File: config.mk
export PLATFORM = sky130hd
export DESIGN_NAME = wb_write_arbiter
export DESIGN_NICKNAME = d
export VERILOG_FILES = /design/src/rtl/wb_write_arbiter_pkg.sv /design/src/rtl/wb_write_arbiter_mdu_fifo.sv /design/src/rtl/wb_write_arbiter.sv
export SDC_FILE = /design/constraint.sdc
export NUM_CORES = 1
export LEC_CHECK = 0
export ABC_CLOCK_PERIOD_IN_PS = 3000
export CORE_MARGIN = 4
export CORE_UTILIZATION = 30
export DETAILED_ROUTE_END_ITERATION = 7
export DONT_BUFFER_PORTS = 1
export GPL_TIMING_DRIVEN = 0
export PLACE_DENSITY = 0.53
export SLEW_MARGIN = 20
export SYNTH_ARGS = -nofsm -noshare
export SYNTH_HDL_FRONTEND = slang
export SYNTH_SLANG_ARGS = --single-unit
File: constraint.sdc
create_clock -name clk -period 3 [get_ports clk]
set_clock_uncertainty 0.1 [all_clocks]
set_input_delay 0.15 -clock clk [delete_from_list [all_inputs] [get_ports clk]]
set_output_delay 0.15 -clock clk [all_outputs]
set_load 0.005 [all_outputs]
File: src/rtl/wb_write_arbiter_pkg.sv
// Shared definitions for the register-file write-port arbiter.
// Holds the arbiter state encoding and the write-bundle width helper used
// to pack {wr_reg, wregno, regval} for the from_WB_to_DE path.
package wb_write_arbiter_pkg;

    // S_PIPE: pipeline has priority; S_DRAIN: buffered MDU head is forced through.
    typedef enum logic {
        S_PIPE  = 1'b0,
        S_DRAIN = 1'b1
    } arb_state_t;

    localparam int DEF_DBITS     = 32;
    localparam int DEF_REGNOBITS = 5;

    // Width of the packed write bundle {wr_reg, wregno, regval}.
    function automatic int wb_bundle_w(input int regnobits, input int dbits);
        return regnobits + dbits + 1;
    endfunction

    localparam int DEF_BUNDLE_W = DEF_REGNOBITS + DEF_DBITS + 1;

endpackage

File: src/rtl/wb_write_arbiter_mdu_fifo.sv
// wb_mdu_fifo: small synchronous FIFO buffering MDU results.
// DEPTH must be a power of 2 so the pointers wrap by plain overflow.
// Full/empty come from registered occupancy only.
module wb_mdu_fifo
    import wb_write_arbiter_pkg::*;
#(
    parameter int DEPTH = 2,
    parameter int WIDTH = 37
) (
    input  logic             clk,
    input  logic             reset,
    input  logic             push,
    input  logic [WIDTH-1:0] push_data,
    input  logic             pop,
    output logic             full,
    output logic             empty,
    output logic [WIDTH-1:0] head
);

    localparam int PTR_W = $clog2(DEPTH);
    localparam int CNT_W = $clog2(DEPTH) + 1;

    logic [WIDTH-1:0] mem [DEPTH];
    logic [PTR_W-1:0] wr_ptr;
    logic [PTR_W-1:0] rd_ptr;
    logic [CNT_W-1:0] count;

    assign full  = (count == CNT_W'(DEPTH));
    assign empty = (count == '0);
    assign head  = mem[rd_ptr];

    // Storage write; contents are don't-care while empty, so no reset.
    always_ff @(posedge clk) begin
        if (push) begin
            mem[wr_ptr] <= push_data;
        end
    end

    // Pointer and occupancy bookkeeping; push+pop together leaves count unchanged.
    always_ff @(posedge clk or negedge reset) begin
        if (!reset) begin
            wr_ptr <= '0;
            rd_ptr <= '0;
            count  <= '0;
        end else begin
            if (push) begin
                wr_ptr <= wr_ptr + PTR_W'(1);
            end
            if (pop) begin
                rd_ptr <= rd_ptr + PTR_W'(1);
            end
            case ({push, pop})
                2'b10:   count <= count + CNT_W'(1);
                2'b01:   count <= count - CNT_W'(1);
                default: count <= count;
            endcase
        end
    end

endmodule

File: src/rtl/wb_write_arbiter.sv
// wb_write_arbiter: shares the register-file write port between the
// in-order pipeline writeback (default priority) and buffered MDU results.
// A buffered MDU result that loses STARVE_LIMIT consecutive cycles is
// forced through in S_DRAIN, stalling the pipeline for that cycle.
// Writes to x0 are suppressed. Optional macro WB_ARB_PERF_EN adds
// free-running grant/stall counters.
//
// MDU handshake: a result transfers on a rising edge where mdu_valid and
// mdu_ready are both high; mdu_ready depends only on registered occupancy
// and reset, never on mdu_valid, and the MDU holds its result until taken.
module wb_write_arbiter
    import wb_write_arbiter_pkg::*;
#(
    parameter int DBITS          = 32,
    parameter int REGNOBITS      = 5,
    parameter int MDU_FIFO_DEPTH = 2,
    parameter int STARVE_LIMIT   = 4
) (
    input  logic                 clk,
    input  logic                 reset,
    input  logic                 pipe_wr_valid,
    input  logic [REGNOBITS-1:0] pipe_wregno,
    input  logic [DBITS-1:0]     pipe_regval,
    output logic                 pipe_stall,
    input  logic                 mdu_valid,
    output logic                 mdu_ready,
    input  logic [REGNOBITS-1:0] mdu_wregno,
    input  logic [DBITS-1:0]     mdu_regval,
    output logic                 wr_reg_out,
    output logic [REGNOBITS-1:0] wregno_out,
    output logic [DBITS-1:0]     regval_out,
`ifdef WB_ARB_PERF_EN
    output logic [DBITS-1:0]     perf_pipe_grants,
    output logic [DBITS-1:0]     perf_mdu_grants,
    output logic [DBITS-1:0]     perf_stall_cycles,
`endif
    output arb_state_t           dbg_state,
    output logic                 mdu_pending
);

    localparam int ENTRY_W  = REGNOBITS + DBITS;
    localparam int BUNDLE_W = wb_bundle_w(REGNOBITS, DBITS);
    localparam int CNT_W    = $clog2(STARVE_LIMIT + 1);
    localparam logic [CNT_W-1:0] CNT_LAST = CNT_W'(STARVE_LIMIT - 1);

    arb_state_t           state;
    logic [CNT_W-1:0]     starve_cnt;
    logic [BUNDLE_W-1:0]  wb_bundle;

    logic                 fifo_full;
    logic                 fifo_empty;
    logic [ENTRY_W-1:0]   fifo_head;
    logic [REGNOBITS-1:0] head_regno;
    logic [DBITS-1:0]     head_val;
    logic                 mdu_push;

    logic                 pipe_req;
    logic                 mdu_req;
    logic                 grant_pipe;
    logic                 grant_mdu;

    wb_mdu_fifo #(
        .DEPTH (MDU_FIFO_DEPTH),
        .WIDTH (ENTRY_W)
    ) u_fifo (
        .clk       (clk),
        .reset     (reset),
        .push      (mdu_push),
        .push_data ({mdu_wregno, mdu_regval}),
        .pop       (grant_mdu),
        .full      (fifo_full),
        .empty     (fifo_empty),
        .head      (fifo_head)
    );

    assign head_regno  = fifo_head[ENTRY_W-1 -: REGNOBITS];
    assign head_val    = fifo_head[DBITS-1:0];
    assign mdu_ready   = reset && !fifo_full;
    assign mdu_push    = mdu_valid && mdu_ready;
    assign mdu_pending = !fifo_empty;
    assign dbg_state   = state;

    // Request qualification and grant: pipeline first unless draining.
    always_comb begin
        pipe_req   = pipe_wr_valid && (pipe_wregno != '0);
        mdu_req    = !fifo_empty;
        grant_pipe = 1'b0;
        grant_mdu  = 1'b0;
        pipe_stall = 1'b0;
        if (state == S_DRAIN) begin
            grant_mdu  = mdu_req;
            pipe_stall = reset && pipe_req;
        end else begin
            grant_pipe = pipe_req;
            grant_mdu  = !pipe_req && mdu_req;
        end
    end

    // Arbiter FSM with saturating starvation counter.
    always_ff @(posedge clk or negedge reset) begin
        if (!reset) begin
            state      <= S_PIPE;
            starve_cnt <= '0;
        end else begin
            case (state)
                S_PIPE: begin
                    if (mdu_req && !grant_mdu) begin
                        if (starve_cnt == CNT_LAST) begin
                            state <= S_DRAIN;
                        end else begin
                            starve_cnt <= starve_cnt + CNT_W'(1);
                        end
                    end else begin
                        starve_cnt <= '0;
                    end
                end
                S_DRAIN: begin
                    state      <= S_PIPE;
                    starve_cnt <= '0;
                end
                default: begin
                    state      <= S_PIPE;
                    starve_cnt <= '0;
                end
            endcase
        end
    end

    // Registered write bundle; address/data hold when nothing is written.
    always_ff @(posedge clk or negedge reset) begin
        if (!reset) begin
            wb_bundle <= '0;
        end else if (grant_pipe) begin
            wb_bundle <= {1'b1, pipe_wregno, pipe_regval};
        end else if (grant_mdu && (head_regno != '0)) begin
            wb_bundle <= {1'b1, head_regno, head_val};
        end else begin
            wb_bundle[BUNDLE_W-1] <= 1'b0;
        end
    end

    assign wr_reg_out = wb_bundle[BUNDLE_W-1];
    assign wregno_out = wb_bundle[DBITS +: REGNOBITS];
    assign regval_out = wb_bundle[DBITS-1:0];

`ifdef WB_ARB_PERF_EN
    // Free-running performance counters, wrapping at 2^DBITS.
    always_ff @(posedge clk or negedge reset) begin
        if (!reset) begin
            perf_pipe_grants  <= '0;
            perf_mdu_grants   <= '0;
            perf_stall_cycles <= '0;
        end else begin
            if (grant_pipe) perf_pipe_grants  <= perf_pipe_grants + DBITS'(1);
            if (grant_mdu)  perf_mdu_grants   <= perf_mdu_grants + DBITS'(1);
            if (pipe_stall) perf_stall_cycles <= perf_stall_cycles + DBITS'(1);
        end
    end
`endif

endmodule

==> results.yml <==
synthesis:
  syn_area_um2: 5030
  synth_edf_count: 74
  yosysUniqueCellTypes: 29
  seq_area_frac_synth_pct: 67.06
  synth_top_area_share_pct: 44.18
  yosys_warnings: 0
  yosysTopAreaCell: "edfxtp_1"
  synth_cells: 281
  syn-num-nets: 362
  synth-seq-cells: 120
  ys_async_sr_fraction_pct: 38.33
  yosys-top-cells-count: "mux2_2 (92), edfxtp_1 (74), dfrtp_1 (46), mux2_4 (19)"
  synth.most_common_cell: "mux2_2"
  synth_area_per_cell_um2: 17.90
  synth_flop_cell: "edfxtp_1"
  synth.area.top_cells: "edfxtp_1 (44%), dfrtp_1 (23%), mux2_2 (21%)"
floorplanning:
  die_area_um2: 18900
  core_um2: 16520
  chipHeight_um: 137.5
  start_util_pct: 30.44
  die_width_um: 137.5
  io_pins: 120
  row_count: 47
clocking:
  cts_resized: 0
  cts_tree: "yes"
  cts-buffers-inserted: 17
  cts_max_level: 4
  clkTransAtPathRegs_ns: 0.05
  clock_latency_ns: 0.40
  ctsHoldBuffers: 77
  max-clock-path-buffers: 2
  cts_sinks: 120
  root_buffer: "clkbuf_16"
  post_cts_buffers: 0
worst_setup_path:
  r2r_start: "u_fifo.rd_ptr"
  path_buf_inv: 2
  cp-start-kind: "register"
  worstSetupPathType: "reg2reg"
  cp.required_ns: 3.19
  crit_fanout: 10
  reg2regPathDepth: 5
  cp_slowest_cell: "clkbuf_1"
  crit_family: "multiplexers"
  cp-end-kind: "register"
  crit_chain: "buf_2, clkbuf_1, mux2_2, mux2_2, mux2_4"
  crit_top_cell: "mux2_2"
  max_stage_delay_ns: 0.56
  crit_path_start: "u_fifo.rd_ptr"
  worst-path-stages: 5
  cp.arrival_ns: 2.69
placement:
  numPortBuffers: 0
  dp_hpwl_um: 7283
  gp_congestion: 0.6271
  placed_cell_area_um2: 5354
drt:
  drc: 0
  antenna_left: 0
  wl_per_cell_um: 18.01
  vias: 2724
  vias_per_cell: 4.451
  finalWirelength_um: 11020
  dr.pass1.iters: 4
  drtIter0Drc: 97
worst_hold_path:
  worstHoldPathCells: 3
  worst_hold_startpoint: "pipe_wregno[3]"
  hp-class: "in2reg"
power_and_ir_drop:
  intPower_mw: 4.063
  p_sw_share_pct: 26.64
  clock_power_share_pct: 31.7
  p_total_mw: 5.539
  leakage_nw: 2.514
  comb_power_share_pct: 24.4
  powerDensity_nw_per_um2: 831.8
  p_switching_mw: 1.475
  vdd_drop_max_mv: 0.5304
  seq_power_share_pct: 43.9
grt:
  grt-ovfl-total: 0
  global_route.usage.met1_pct: 14.03
  grt_usage_pct: 11.96
  grt_max_degree: 47
  grt_pass1_wl_um: 16390
  antenna_found_initial: 0
  use_met3_pct: 5.004
  grt_pass1_vias: 2948
  busiest_layer: "met2"
  grt_use_met2_pct: 19.74
status:
  status: "completed"
timing:
  rsz0062_at_grt: "no"
  final-setup-viol-count: 0
  timing.hold.ws_ns: 0.1252
  hold_violations: 0
  max_freq_mhz: 400.2
  relSlewSlack_pct: 52.93
  fin_crit_ns: 2.499
  report.final.slew_viol_count: 0
  finalCritPeriodShare_pct: 83.29
  tightest_slew_ns: 0.7061
finish:
  drive_gt1_share_pct: 38.27
  antenna-diode-count: 0
  fin_area_um2: 6659
  nets: 460
  syn_to_final_growth_pct: 32.39
flow_run:
  drv_cap: 0
tightest hold or removal path: cells and delay by family:
kind | cells | cell delay [ns]
AO/OA/AOI/OAI | 1 | 0.09
multiplexers | 2 | 0.36
final timing paths:
check / slack (ns) / endpoint
setup / recovery: 0.50 / wb_bundle[34]
hold / removal: 0.13 / wb_bundle[15]
setup reg to reg: 0.50 / wb_bundle[34]
hold reg to reg: 0.41 / u_fifo.count[1]
max in group asynchronous: 2.42 / wb_bundle[23]
min in group asynchronous: 0.15 / wb_bundle[9]
sequential cells by signal, summed over array words and instances, names as in the netlist:
name	count
u_fifo.mem	74
dbg_state	1
starve_cnt	3
u_fifo.count	2
u_fifo.wr_ptr	1
u_fifo.rd_ptr	1
wb_bundle	38
power by group through the flow:
stage	Combinational, mW	Sequential, mW	Clock (mW)
after floorplan	1.01	2.38	0
after global placement	1.24	2.46	0
after detailed placement	1.28	2.47	0
after CTS	1.40	2.44	1.83
after global routing	1.48	2.48	1.91
final	1.35	2.43	1.75
layout by cell type, fill, tap and decap left out, drive strengths merged, types with 2 or more instances in the layout:
| master | count |
|---|---|
| buf | 11 |
| clkbuf | 31 |
| clkinv | 5 |
| dfrtp | 46 |
| dlygate4sd3 | 76 |
| edfxtp | 74 |
| ha | 3 |
| inv | 3 |
| mux2 | 111 |
| nand2 | 2 |
| nor2 | 5 |
| nor3 | 4 |
| nor3b | 2 |
| o21ai | 3 |
| xnor2 | 3 |
| xor2 | 3 |
area by class of cell:
class | count | area, µm²
inverters | 3 | 11.26
repair buffers | 79 | 828.3
multi-input cells | 146 | 1584
plain buffers | 12 | 70.07
flip-flops and latches | 120 | 3373
well taps | 220 | 275.3
fillers | 1554 | 9866
clock buffers | 27 | 493.0
clock inverters | 5 | 23.77
stage by stage:
step,instances,setup TNS [ns],utilization (%),worst slack [ns]
floorplan,281,0,-,0.004740
CTS,612,0,40.30,0.3943
finish,612,0,40.30,0.5012
global placement,501,-56.43,32.10,-1.463
global route,612,0,40.30,0.3795
detailed placement,503,0,32.40,0.4112
routing by layer:
metal / vias up / part of all wire [%] / wire length (µm)
met3: 9 / 6.3 / 689
met2: 79 / 50 / 5551
li1: 1256 / - / -
met5: - / 0 / 0
met1: 1380 / 42 / 4632
met4: 0 / 1.4 / 151
logic make-up (layout without fill, tap and decap cells):
family,after synthesis,in the layout,share of synthesized area (%)
adders and majority gates,3,3,0.7463
DFF,120,120,67.06
xor gates and xnor gates,6,6,1.045
and+or+nand+nor,19,19,2.115
buffers and inverters,15,126,1.617
muxes,112,112,26.47
AOI/OAI and AO/OA,6,6,0.9452
No activity file was read; power rests on OpenSTA's default activity.
